**src/rtl/wb_gpio.sv**
```systemverilog
// Wishbone classic GPIO responder: output/direction registers, synchronised
// inputs with latched rising/falling edges, and one level interrupt.
// Response outputs are all zero unless this block is addressed, so they can
// be OR-combined with other responders on the shared bus.
module wb_gpio #(
    parameter logic [31:0] BASE_ADDRESS = 32'h2000_0000,
    parameter logic [31:0] SIZE         = 32'h0000_0020,
    parameter int          WIDTH        = 8
) (
    input  logic             clk_i,
    input  logic             rst_i,
    input  logic             stb_i,
    input  logic             cyc_i,
    input  logic [31:0]      adr_i,
    input  logic [3:0]       sel_i,
    input  logic [31:0]      dat_i,
    input  logic             we_i,
    output logic [31:0]      dat_o,
    output logic             ack_o,
    output logic             err_o,
    output logic             rty_o,
    input  logic [WIDTH-1:0] gpio_i,
    output logic [WIDTH-1:0] gpio_o,
    output logic [WIDTH-1:0] gpio_oe,
    output logic             irq_o
);

    // One past the last decoded byte; 33 bits so a window at the top of the
    // address space does not wrap.
    localparam logic [32:0] END_ADDR  = {1'b0, BASE_ADDRESS} + {1'b0, SIZE};
    // First offset past the implemented register file.
    localparam logic [31:0] OFF_LIMIT = 32'h0000_0018;

    // Register indices (offset / 4).
    localparam logic [2:0] IDX_OUT   = 3'd0;
    localparam logic [2:0] IDX_OE    = 3'd1;
    localparam logic [2:0] IDX_IN    = 3'd2;
    localparam logic [2:0] IDX_RISE  = 3'd3;
    localparam logic [2:0] IDX_FALL  = 3'd4;
    localparam logic [2:0] IDX_IRQEN = 3'd5;

    // Expand the four byte enables into a 32-bit bit mask.
    function automatic logic [31:0] lane_mask(input logic [3:0] sel);
        lane_mask = {{8{sel[3]}}, {8{sel[2]}}, {8{sel[1]}}, {8{sel[0]}}};
    endfunction

    // State
    logic [WIDTH-1:0] out_q,   out_d;
    logic [WIDTH-1:0] oe_q,    oe_d;
    logic [WIDTH-1:0] rise_q,  rise_d;
    logic [WIDTH-1:0] fall_q,  fall_d;
    logic [WIDTH-1:0] irqen_q, irqen_d;
    logic [WIDTH-1:0] sync1_q, sync1_d;
    logic [WIDTH-1:0] sync2_q, sync2_d;
    logic [WIDTH-1:0] sync3_q, sync3_d;
    logic [31:0]      dat_q,   dat_d;
    logic             ack_q,   ack_d;
    logic             err_q,   err_d;

    // Decode and transfer qualification
    logic             in_win_s;
    logic [31:0]      offset_s;
    logic [2:0]       reg_idx_s;
    logic             selected_s;
    logic             accept_s;
    logic             bad_s;
    logic             wr_s;
    logic             rd_s;
    logic [31:0]      wmask_full_s;
    logic [WIDTH-1:0] wmask_s;
    logic [WIDTH-1:0] wdat_s;
    logic [WIDTH-1:0] clr_rise_s;
    logic [WIDTH-1:0] clr_fall_s;
    logic [31:0]      rdata_s;
    logic             unused_s;

    assign in_win_s   = ({1'b0, adr_i} >= {1'b0, BASE_ADDRESS}) && ({1'b0, adr_i} < END_ADDR);
    assign offset_s   = adr_i - BASE_ADDRESS;
    assign reg_idx_s  = offset_s[4:2];
    assign selected_s = cyc_i & stb_i & in_win_s;
    // While a response pulse is out, the same held request must not be taken
    // again; this gives one pulse per transfer and a 2-cycle minimum spacing.
    assign accept_s   = selected_s & ~ack_q & ~err_q;
    assign bad_s      = (adr_i[1:0] != 2'b00) || (offset_s >= OFF_LIMIT);
    assign wr_s       = accept_s & ~bad_s & we_i;
    assign rd_s       = accept_s & ~bad_s & ~we_i;

    assign wmask_full_s = lane_mask(sel_i);
    assign wmask_s      = wmask_full_s[WIDTH-1:0];
    assign wdat_s       = dat_i[WIDTH-1:0];
    // Bits above WIDTH are intentionally ignored.
    assign unused_s     = ^{dat_i, wmask_full_s};

    // Register write decode: lane-masked updates and W1C clear masks.
    always_comb begin
        out_d      = out_q;
        oe_d       = oe_q;
        irqen_d    = irqen_q;
        clr_rise_s = {WIDTH{1'b0}};
        clr_fall_s = {WIDTH{1'b0}};
        if (wr_s) begin
            case (reg_idx_s)
                IDX_OUT:   out_d      = (out_q & ~wmask_s) | (wdat_s & wmask_s);
                IDX_OE:    oe_d       = (oe_q & ~wmask_s) | (wdat_s & wmask_s);
                IDX_RISE:  clr_rise_s = wdat_s & wmask_s;
                IDX_FALL:  clr_fall_s = wdat_s & wmask_s;
                IDX_IRQEN: irqen_d    = (irqen_q & ~wmask_s) | (wdat_s & wmask_s);
                default:   out_d      = out_q;   // IN is read-only
            endcase
        end else begin
            out_d = out_q;
        end
    end

    // Input synchroniser, history stage and edge latches; a new edge beats a
    // simultaneous W1C so no event is lost.
    always_comb begin
        sync1_d = gpio_i;
        sync2_d = sync1_q;
        sync3_d = sync2_q;
        rise_d  = (rise_q & ~clr_rise_s) | (sync2_q & ~sync3_q);
        fall_d  = (fall_q & ~clr_fall_s) | (~sync2_q & sync3_q);
    end

    // Read mux and bus response; data is zero except in a read's ack cycle.
    always_comb begin
        rdata_s = 32'h0000_0000;
        case (reg_idx_s)
            IDX_OUT:   rdata_s[WIDTH-1:0] = out_q;
            IDX_OE:    rdata_s[WIDTH-1:0] = oe_q;
            IDX_IN:    rdata_s[WIDTH-1:0] = sync2_q;
            IDX_RISE:  rdata_s[WIDTH-1:0] = rise_q;
            IDX_FALL:  rdata_s[WIDTH-1:0] = fall_q;
            IDX_IRQEN: rdata_s[WIDTH-1:0] = irqen_q;
            default:   rdata_s = 32'h0000_0000;
        endcase
        if (rd_s) begin
            dat_d = rdata_s;
        end else begin
            dat_d = 32'h0000_0000;
        end
        ack_d = accept_s & ~bad_s;
        err_d = accept_s & bad_s;
    end

    // All state flops; reset clears everything and drops any pending response.
    always_ff @(posedge clk_i or negedge rst_i) begin
        if (!rst_i) begin
            out_q   <= {WIDTH{1'b0}};
            oe_q    <= {WIDTH{1'b0}};
            rise_q  <= {WIDTH{1'b0}};
            fall_q  <= {WIDTH{1'b0}};
            irqen_q <= {WIDTH{1'b0}};
            sync1_q <= {WIDTH{1'b0}};
            sync2_q <= {WIDTH{1'b0}};
            sync3_q <= {WIDTH{1'b0}};
            dat_q   <= 32'h0000_0000;
            ack_q   <= 1'b0;
            err_q   <= 1'b0;
        end else begin
            out_q   <= out_d;
            oe_q    <= oe_d;
            rise_q  <= rise_d;
            fall_q  <= fall_d;
            irqen_q <= irqen_d;
            sync1_q <= sync1_d;
            sync2_q <= sync2_d;
            sync3_q <= sync3_d;
            dat_q   <= dat_d;
            ack_q   <= ack_d;
            err_q   <= err_d;
        end
    end

    assign dat_o   = dat_q;
    assign ack_o   = ack_q;
    assign err_o   = err_q;
    assign rty_o   = 1'b0;
    assign gpio_o  = out_q;
    assign gpio_oe = oe_q;
    assign irq_o   = |((rise_q | fall_q) & irqen_q);

endmodule
```
**config.mk**
```make
export PLATFORM = sky130hd
export DESIGN_NAME = wb_gpio
export DESIGN_NICKNAME = d
export VERILOG_FILES = /design/src/rtl/wb_gpio.sv
export SDC_FILE = /design/constraint.sdc
export NUM_CORES = 1
export LEC_CHECK = 0
export ABC_AREA = 1
export CAP_MARGIN = 10
export CORE_MARGIN = 8
export CORE_UTILIZATION = 32
export CTS_CLUSTER_SIZE = 20
export DETAILED_ROUTE_END_ITERATION = 6
export PLACE_DENSITY = 0.66
export SETUP_SLACK_MARGIN = 0.4
export SYNTH_ARGS = -nofsm -noshare
export SYNTH_HDL_FRONTEND = slang
export SYNTH_SLANG_ARGS = --single-unit
```
**constraint.sdc**
```tcl
create_clock -name clk_i -period 2.7 [get_ports clk_i]
set_clock_uncertainty 0.2 [all_clocks]
set_input_delay 0.54 -clock clk_i [delete_from_list [all_inputs] [get_ports clk_i]]
set_output_delay 0.54 -clock clk_i [all_outputs]
set_load 0.005 [all_outputs]
```
==> out/results.ini <==
[detailed_routing]
route.detailed.drc = 0
final_antenna_net_count = 0
viasPerCell = 4.88
vias = 3552
wire_per_inst_um = 15.1
wl_um = 11000
drt_iter0_markers = 282
drt_first_pass_iters = 5

[global_route]
track_usage_pct = 13.6
grt_pass1_wl_um = 17500
grt_max_degree = 75
grt_pass1_vias = 3496
antenna_found_initial = 0
grt-ovfl-total = 0

[floorplan]
die_h_um = 126
fp.dieW_um = 126
io_pins = 133
rows = 40
fp.coreArea_mm2 = 0.0119
initial_utilization_pct = 32.5
die_area_mm2 = 0.0159

[sta]
tns_ns = 0
fin_crit_sh_pct = 81.2
clock.fmax_mhz = 456
period_needed_ns = 2.19
rsz0062_at_grt = no
finalSetupViolations = 0
hold_viol_final = 0
maxSlewViolCount = 0

[critical_path]
crit_required_ns = 2.72
critPathKind = input pin to flop
cp.arrival_ns = 2.21
ff2ff_path_depth = 11
reg2reg_slack_ns = 0.89
worstPathMaxFanout = 8
crit_path_start = adr_i[0]
r2r_start = ack_o$_DFF_PN0_
critPathLaunchType = input pin
critPathCaptureType = flop

[logic_synthesis]
syn_area_per_cell_um2 = 8.19
synthAdderAreaFrac_pct = 0.646
synth_area_leaders = dfrtp_1, nand2_1, nand4_1
synth_top_family_by_area = simple AND/OR/NAND/NOR gates
ys_seq_area_share_pct = 47.8
synthCells = 473
yosysMostFrequentCell = nand2_1
synth_edf_count = 0
synth_area_mm2 = 0.00387
synth_cell_types = 30
yosys.area_share.simple_pct = 32.5
synth_compound_area_share_pct = 5.42
ys.warnings.count = 0
ys.flop_type = dfrtp_1
ys_seq_elements = 74
synth_area_leader_cell = dfrtp_1
synth_mux_area_share_pct = 0
yosys-top-cells-count = nand2_1, dfrtp_1, inv_1
async_flop_share_pct = 100
synth_xor_area_share_pct = 0.226
yosys.area.top_type_share_pct = 47.8

[cells_and_area]
final_nets = 659
final.fill_count = 1137
multi_input_area_mm2 = 0.00174
final_layout_size_suffix_gt1_share_pct = 17.7
syn2layout_area_growth_pct = 39.7
antenna_cells = 0
regArea_mm2 = 0.00185

[pwr]
vdd_drop_max_uv = 302
power.leakage_nw = 2.71
power_density_mw_per_mm2 = 471
power_mw = 2.55

[clocking]
ctsRootBufferMaster = clkbuf_16
numCtsBuffers = 9
tritoncts = done
clock_latency_ns = 0.33
cts_sinks = 74
cts_max_level = 3
clock_path_buffers = 2
clk_pin_slew_worst_paths_ns = 0.06

[outcome]
status = complete, no violations

[place]
post-dp-hpwl_um = 8020
io_buffers = 80
gp_congestion = 0.839

[job]
drv_cap = 0

[worst_hold_path]
min_path_type = input pin to async pin

==> layout by cell type, fill, tap and decap left out, types with 4 or more instances in the layout <==
cell / instances
o22ai_1: 12
or2_2: 9
buf_4: 18
clkdlybuf4s50_1: 61
dlymetal6s2s_1: 13
clkbuf_16: 9
nand2_1: 109
buf_6: 4
inv_2: 5
o21ai_0: 7
nand2_4: 4
nand3_1: 10
nand2_2: 4
conb_1: 25
nor2_1: 20
a21oi_1: 13
clkinv_2: 4
dfrtp_1: 74
buf_12: 5
nor2_4: 5
nand4_1: 46
nor2_2: 14
inv_1: 56
nor3_1: 22
==> metal layers <==
layer | up-vias | track usage [%] | share of wire [%]
met5 | - | 0 | 0
met4 | 0 | 5.10 | 1.7
met3 | 18 | 3.71 | 7.3
met2 | 169 | 21.8 | 46
met1 | 1659 | 17.1 | 45
li1 | 1706 | - | -
==> per-stage QoR <==
stage	cell area, um2	hold slack [ns]	util (%)	instances	setup WS (ns)
6_report	5410	0.0297	45.5	728	0.508
4_1_cts	5250	0.0486	44.1	726	0.415
5_1_grt	5410	0.0629	45.5	728	0.380
2_1_floorplan	3970	0.0444	-	497	0.624
3_5_place_dp	4870	0.136	40.9	707	-0.0861
3_3_place_gp	4870	0.131	40.9	707	-0.0559
==> where the power goes <==
group	total, mW	internal [mW]	switching [mW]
logic	0.261	0.113	0.148
clock network	1.16	0.708	0.449
registers	1.13	1.13	0.00661
==> critical path: stages <==
cell and delay, ns:
clkdlybuf4s50_1 0.46, nor2_2 0.15, nand2_1 0.08, nor2_2 0.11, nand3_2 0.11, nor2_4 0.11
nor2_4 0.05, nor2_8 0.14, buf_12 0.13, nand4_4 0.15, nand2_1 0.11, nand2_1 0.06
==> cell type report <==
class                      instances  share of cell area, %
multi-input combinational        321                   32.1
clock inverter                     6                   1.06
timing repair buffer             108                   20.7
tap                              147                   3.40
sequential                        74                   34.2
clock buffer                      10                   4.23
inverter                          62                   4.34
==> cell families (layout without fill, tap and decap cells) <==
| logic type | count (synthesis) | in the layout |
|---|---|---|
| AO/OA/AOI/OAI | 37 | 37 |
| AND/OR/NAND/NOR | 256 | 256 |
| flip-flops | 74 | 74 |
| XOR/XNOR | 1 | 1 |
| buffers and inverters | 102 | 186 |
| other | 1 | 25 |
| adder cells (fa/ha/maj) | 2 | 2 |
==> worst min path at each step <==
| stage | slack [ns] | depth (start not counted) | from | endpoint |
|---|---|---|---|---|
| 2_1_floorplan | 0.04 | 0 | rst_i | async pin |
| 3_3_place_gp | 0.13 | 0 | sync1_q[7]$_DFF_PN0_ | sync2_q[7]$_DFF_PN0_ |
| 3_5_place_dp | 0.14 | 0 | sync1_q[3]$_DFF_PN0_ | sync2_q[3]$_DFF_PN0_ |
| 4_1_cts | 0.05 | 2 | rst_i | sync2_q[3]$_DFF_PN0_ |
| 5_1_grt | 0.06 | 2 | rst_i | sync1_q[3]$_DFF_PN0_ |
| 6_report | 0.03 | 2 | rst_i | sync1_q[2]$_DFF_PN0_ |
==> repair_timing <==
action / CTS / global route
hold buffers: 0 / 0
setup endpoints to repair: 49 / 41
cloned: 1 / 0
pin swaps: 7 / 30
resized for setup: 18 / 55
endpoints found under the hold margin: 0 / 0
setup buffers: 2 / 2
Power figures use the tool's default switching activity.
